**src/rtl/fetch_pkg.sv**
```systemverilog
// Shared definitions for the IF-stage fetch sequencer: FSM state encoding,
// performance counter width and default cycle counts.
package fetch_pkg;

  typedef enum logic [1:0] {
    BOOT  = 2'd0,
    RUN   = 2'd1,
    DRAIN = 2'd2,
    HALT  = 2'd3
  } state_e;

  localparam int unsigned PERF_W           = 16;
  localparam int unsigned BOOT_CYCLES_DEF  = 2;
  localparam int unsigned DRAIN_CYCLES_DEF = 3;

endpackage

```
**src/rtl/sat_counter.sv**
```systemverilog
// Saturating up-counter used for the fetch sequencer performance counters.
// Holds at all-ones instead of wrapping.
module sat_counter
  import fetch_pkg::*;
#(
  parameter int unsigned W = PERF_W
) (
  input  logic         clk,
  input  logic         rst_n,
  input  logic         inc,
  output logic [W-1:0] count
);

  logic [W-1:0] count_q, count_d;

  // Next count: increment unless already saturated.
  always_comb begin
    count_d = count_q;
    if (inc && (count_q != '1)) begin
      count_d = count_q + W'(1);
    end
  end

  // Count register, cleared by asynchronous active-low reset.
  always_ff @(posedge clk or negedge rst_n) begin
    if (!rst_n) begin
      count_q <= '0;
    end else begin
      count_q <= count_d;
    end
  end

  assign count = count_q;

endmodule

```
**src/rtl/fetch_sequencer.sv**
```systemverilog
// IF-stage sequencing controller: arbitrates EX branch redirects, ID jump
// redirects and load-use stalls, and runs the post-reset boot hold and the
// EBREAK drain/halt sequence. All control outputs are combinational from the
// registered state and the current requests.
// Optional feature: define FETCH_PERF_EN to add the stall_cnt/flush_cnt ports.
module fetch_sequencer
  import fetch_pkg::*;
#(
  parameter int unsigned PC_SIZE      = 32,
  parameter int unsigned BOOT_CYCLES  = BOOT_CYCLES_DEF,
  parameter int unsigned DRAIN_CYCLES = DRAIN_CYCLES_DEF
) (
  input  logic               clock,
  input  logic               reset,
  input  logic               stall_req,
  input  logic               br_taken,
  input  logic [PC_SIZE-1:0] br_target,
  input  logic               jmp_req,
  input  logic [PC_SIZE-1:0] jmp_target,
  input  logic               halt_req,
  output logic               pc_sel,
  output logic [PC_SIZE-1:0] pc_target,
  output logic               pc_en,
  output logic               ifid_en,
  output logic               ifid_flush,
  output logic               idex_flush,
`ifdef FETCH_PERF_EN
  output logic               halted,
  output logic [PERF_W-1:0]  stall_cnt,
  output logic [PERF_W-1:0]  flush_cnt
`else
  output logic               halted
`endif
);

  localparam int unsigned CNT_MAX = (BOOT_CYCLES > DRAIN_CYCLES) ? BOOT_CYCLES : DRAIN_CYCLES;
  localparam int unsigned CNT_W   = $clog2(CNT_MAX + 1);

  state_e           state_q, state_d;
  logic [CNT_W-1:0] cnt_q, cnt_d;

  // Next-state, cycle counter and control outputs.
  always_comb begin
    state_d    = state_q;
    cnt_d      = cnt_q;
    pc_sel     = 1'b0;
    pc_target  = '0;
    pc_en      = 1'b0;
    ifid_en    = 1'b0;
    ifid_flush = 1'b0;
    idex_flush = 1'b0;
    halted     = 1'b0;
    unique case (state_q)
      BOOT: begin
        ifid_flush = 1'b1;
        idex_flush = 1'b1;
        if (cnt_q <= CNT_W'(1)) begin
          state_d = RUN;
          cnt_d   = '0;
        end else begin
          cnt_d = cnt_q - CNT_W'(1);
        end
      end
      RUN: begin
        if (br_taken) begin
          pc_sel     = 1'b1;
          pc_target  = br_target;
          pc_en      = 1'b1;
          ifid_en    = 1'b1;
          ifid_flush = 1'b1;
          idex_flush = 1'b1;
        end else if (stall_req) begin
          idex_flush = 1'b1;
        end else if (halt_req) begin
          ifid_flush = 1'b1;
          state_d    = DRAIN;
          cnt_d      = CNT_W'(DRAIN_CYCLES);
        end else if (jmp_req) begin
          pc_sel     = 1'b1;
          pc_target  = jmp_target;
          pc_en      = 1'b1;
          ifid_en    = 1'b1;
          ifid_flush = 1'b1;
        end else begin
          pc_en   = 1'b1;
          ifid_en = 1'b1;
        end
      end
      DRAIN: begin
        ifid_flush = 1'b1;
        if (br_taken) begin
          // Halt came from a wrong-path EBREAK: redirect and resume.
          pc_sel     = 1'b1;
          pc_target  = br_target;
          pc_en      = 1'b1;
          ifid_en    = 1'b1;
          idex_flush = 1'b1;
          state_d    = RUN;
          cnt_d      = '0;
        end else if (cnt_q <= CNT_W'(1)) begin
          state_d = HALT;
          cnt_d   = '0;
        end else begin
          cnt_d = cnt_q - CNT_W'(1);
        end
      end
      HALT: begin
        halted     = 1'b1;
        ifid_flush = 1'b1;
        idex_flush = 1'b1;
      end
      default: begin
        state_d = BOOT;
        cnt_d   = CNT_W'(BOOT_CYCLES);
      end
    endcase
  end

  // State and cycle counter registers.
  always_ff @(posedge clock or negedge reset) begin
    if (!reset) begin
      state_q <= BOOT;
      cnt_q   <= CNT_W'(BOOT_CYCLES);
    end else begin
      state_q <= state_d;
      cnt_q   <= cnt_d;
    end
  end

`ifdef FETCH_PERF_EN
  logic stall_inc;
  logic flush_inc;

  assign stall_inc = (state_q == RUN) && !br_taken && stall_req;
  assign flush_inc = ifid_flush && ((state_q == RUN) || (state_q == DRAIN));

  sat_counter #(.W(PERF_W)) u_stall_cnt (
    .clk   (clock),
    .rst_n (reset),
    .inc   (stall_inc),
    .count (stall_cnt)
  );

  sat_counter #(.W(PERF_W)) u_flush_cnt (
    .clk   (clock),
    .rst_n (reset),
    .inc   (flush_inc),
    .count (flush_cnt)
  );
`endif

endmodule
```
**config.mk**
```make
export PLATFORM = sky130hd
export DESIGN_NAME = fetch_sequencer
export DESIGN_NICKNAME = d
export VERILOG_FILES = /design/src/rtl/fetch_pkg.sv /design/src/rtl/sat_counter.sv /design/src/rtl/fetch_sequencer.sv
export SDC_FILE = /design/constraint.sdc
export NUM_CORES = 1
export LEC_CHECK = 0
export BUFFER_PORTS_ARGS = -buffer_cell sky130_fd_sc_hd__buf_2
export CORE_AREA = 10 10 61 63
export DETAILED_ROUTE_END_ITERATION = 8
export DIE_AREA = 0 0 71 73
export HOLD_SLACK_MARGIN = 0.1
export PLACE_DENSITY_LB_ADDON = 0.12
export SLEW_MARGIN = 5
export SYNTH_ARGS = -nofsm -noshare
export SYNTH_HDL_FRONTEND = slang
export SYNTH_HIERARCHICAL = 1
export SYNTH_SLANG_ARGS = --single-unit
```
**constraint.sdc**
```tcl
create_clock -name clock -period 3.83 [get_ports clock]
set_input_delay 0.5745 -clock clock [delete_from_list [all_inputs] [get_ports clock]]
set_output_delay 0.5745 -clock clock [all_outputs]
set_load 0.02 [all_outputs]
```
Word-level counts from Yosys, hierarchy flattened:

Cells that the tools add are included.

* add/sub/neg operators: 1
* $lt $le $gt $ge: 1
* equality and inequality tests: 8
* mux-type cells: 37
* reduce and logical (&&, ||, !) cells: 6

Operators with widths (number)
* $mux W32: 5
* $pmux W32 S2: 1
* $mux W2: 11
* $mux W1: 14
* $pmux W2 S3: 2
* $ne A2 B2 Y1 const B: 4
* $pmux W1 S2: 3
* $reduce_and A6 Y1: 1
* $eq A2 B2 Y1 const B: 2
* $reduce_and A4 Y1: 1
* $ne A3 B3 Y1 const B: 1
* $pmux W1 S3: 1
* $reduce_bool A3 Y1: 1
* $reduce_or A3 Y1: 1
* $eq A2 B1 Y1 const B: 1
* $le A2 B1 Y1 const B: 1
* $logic_not A2 Y1: 1
* $reduce_or A2 Y1: 1
* $sub A2 B1 Y2 const B: 1

* bits in registers: 4
* output and inout bits: 38
* logic and storage cells: 55

Longest topological paths before layout:

* word-level depth: 5
* mapped depth: 7

Worst setup path after synthesis:

No wires, ideal clock.

* path kind: input port to output port
* from: in br_taken
* to: out pc_target[13]
* data arrival time: 1569 ps
* path slack: 1687 ps
* stages: 4
* path buffers: 1
* path through: nor4b_2 > buf_2 > a22oi_1 > nor2_1

* longest elaborated chain between the ends: 2

Ends and longest elaborated chain
* from (decl): RTL line fetch_sequencer.sv:16 `input logic br_taken,`
* $mux W32 (on tied branches): RTL line fetch_sequencer.sv:91, fetch_sequencer.sv:65
* $pmux W32 S2 *: RTL line fetch_sequencer.sv:53 `unique case (state_q)`
* to (decl): RTL line fetch_sequencer.sv:22 `output logic [PC_SIZE-1:0] pc_target,`

Mark *: on every way between the ends. The rest lies on a longest branch, timed or not.

Final worst setup path:

* from: in br_taken
* to: out pc_target[10]

The elaborated chain is that of the path after synthesis.

==> results.ini <==
[cells_and_area]
final_nets = 296
mostFrequentLayoutCells = buf_2, nor2_1, a22oi_1
final_layout_size_suffix_gt1_share_pct = 53.0
multi_input_area_um2 = 641
layout_commonest_cell = buf_2
num_antenna_cells = 0
finalInstanceArea_um2 = 1360
area_delta_synth_final_pct = 70.3
fin_util_pct = 52.1
nFillCells = 273
regArea_um2 = 101

[timing]
setup_viol = 0
worst_pin_slew_ns = 0.971
final-max-slew-violation-count = 0
rsz0062_at_grt = no
finClkSkew_ns = 0.00543
period_share_pct = 78.4
hold_viol_final = 0
setup_tns_ns = 0
clock.fmax_mhz = 333
maxSlewHeadroom_pct = 35.1
period_needed_ns = 3.00

[yosys]
yosysWarnings = 6
synth_seq_area_share_pct = 12.7
synthCells = 119
post_synth_num_cell_types = 26
avgSynthCellArea_um2 = 6.72
synth_area_um2 = 800
ys_ff_latch = 4
synth_fp_nets = 195

[floorplan]
coreArea_um2 = 2620
chipWidth_um = 71
die-area_um2 = 5180
start_util_pct = 30.6
pin_count = 108
die_h_um = 73
rows = 19

[place]
place.gp.congestion = 0.786
io_buffers = 107
dp_hpwl_mm = 3.30
place_area_um2 = 1340

[worst_setup_path]
critPathBufInv = 2
path_class = in2out
rrSetupSlack_ns = 2.27
worstSetupEndpointType = output port
timing.rr.start = state_q[0]$_DFFE_PN0P_
r2r_cells = 6
crit_fanout = 39
max_stage_delay_ns = 0.55
arrival_ns = 2.43
cp_common_cell = buf_2
slowest_stage = nand2_1
worstPathRequired_ns = 3.26
cp_top_family = simple AND/OR/NAND/NOR gates
r2r_end = state_q[0]$_DFFE_PN0P_
cp_num_cells = 5
crit_path_start_kind = primary input
crit_chain = buf_2, a21o_1, nand2_1, nor2_1, buf_2

[global_routing]
gr-total-overflow = 0
grt.total_usage_pct = 14.3
grt_pass1_wl_mm = 6.31
antenna_found_initial = 0
grt_pass1_vias = 1370
grt_max_degree = 40

[detailed_routing]
drc = 0
wirelength_mm = 3.93
vias = 1272
postRouteAntennaNets = 0
wl_per_cell_um = 15.7
drt_iter0_markers = 47
dr.pass1.iters = 4
via_per_inst = 5.09

[pwr]
power.density_nw_per_um2 = 580
p_leak_nw = 0.772
peakVddDrop_mv = 0.364

[clock_network]
clock_latency_ns = 0.23
cts_tree = yes
htree_levels = 1
cts-buffers-inserted = 3
clkTransAtPathRegs_ns = 0.04
clkSinkCount = 4
ctsResizeCount = 0
cts_root_buffer = clkbuf_4
clk_path_buf_depth = 2
postCtsSetupRepairBufs = 0
cts_hold_buffers = 0

[worst_hold_path]
min-delay-path-class = in2async

[run]
max_cap_violations = 0

[outcome]
status = complete, no violations

## power breakdown
group,internal [mW],leakage (nW),switching (mW)
Combinational,0.228,0.711,0.420
Clock,0.0390,0.0150,0.0157
Sequential,0.0670,0.0464,0.0188
## sequential cells by signal, summed over array words and instances, names as in the netlist
register,count
cnt_q,2
state_q,2
## kinds of logic (layout without fill, tap and decap cells)
family                   after synthesis  count (layout)  synth area share [%]
multiplexers                           3               3                  3.91
AO/OA/AOI/OAI                         45              45                  40.7
flip-flops                             4               4                  12.7
adder cells (fa/ha/maj)                6               6                  9.39
buffers and inverters                 15             115                  8.29
AND/OR/NAND/NOR                       46              46                  25.0
## cell usage after synthesis (all sizes together)
library cell | number | area, um2
nor2 | 36 | 135
a22oi | 32 | 240
buf | 10 | 47.5
ha | 6 | 75.1
o21ai | 5 | 25.0
a21oi | 4 | 23.8
nand2 | 4 | 17.5
dfrtp | 3 | 75.1
inv | 3 | 11.3
clkbuf | 2 | 7.51
mux2i | 2 | 20.0
nor2b | 2 | 12.5
a21o | 1 | 7.51
a2bb2oi | 1 | 8.76
a32o | 1 | 10.0
dfstp | 1 | 26.3
mux2 | 1 | 11.3
nand2b | 1 | 6.26
nand3 | 1 | 5.00
nor4b | 1 | 15.0
o32a | 1 | 10.0
or3b | 1 | 8.76
## per-stage QoR
stage / total power, mW / std cells / setup WS, ns / hold WS [ns]
5_1_grt: 0.866 / 250 / 0.619 / 0.135
3_3_place_gp: 0.728 / 246 / 0.907 / 0.384
2_1_floorplan: 0.550 / 119 / 1.69 / 0.279
3_5_place_dp: 0.741 / 246 / 0.802 / 0.384
4_1_cts: 0.800 / 250 / 0.799 / 0.134
6_report: 0.789 / 250 / 0.826 / 0.140
## worst max path at each step
stage | from | end | slack [ns]
after floorplan | br_taken | pc_target[13] | 1.69
after global placement | br_taken | pc_target[10] | 0.91
after detailed placement | br_taken | pc_target[10] | 0.80
after CTS | br_taken | pc_target[10] | 0.80
after global routing | br_taken | pc_target[10] | 0.62
final | br_taken | pc_target[10] | 0.83
## worst reg2reg max path, stage by stage, from the launching register on
cell	delay [ns]
dfrtp_1	0.42
inv_1	0.12
ha_1	0.20
nor2b_1	0.27
o21ai_0	0.14
nand2_2	0.10
mux2i_1	0.21
## cell type report
cell class / instances / share of cell area, %
multi-input cells: 100 / 47.1
repair buffers: 108 / 39.9
flip-flops and latches: 4 / 7.44
well taps: 31 / 2.85
clock buffers: 4 / 1.93
inverters: 3 / 0.827
## per-layer routing
layer	routed length, um	track usage [%]	part of all wire [%]	vias up
met5	0	0	0	-
met1	1480	15.4	37	563
met2	1880	24.3	48	72
met4	32	1.94	0.81	0
li1	-	-	-	633
met3	545	8.30	14	4
(Power assumes the default switching activity.)
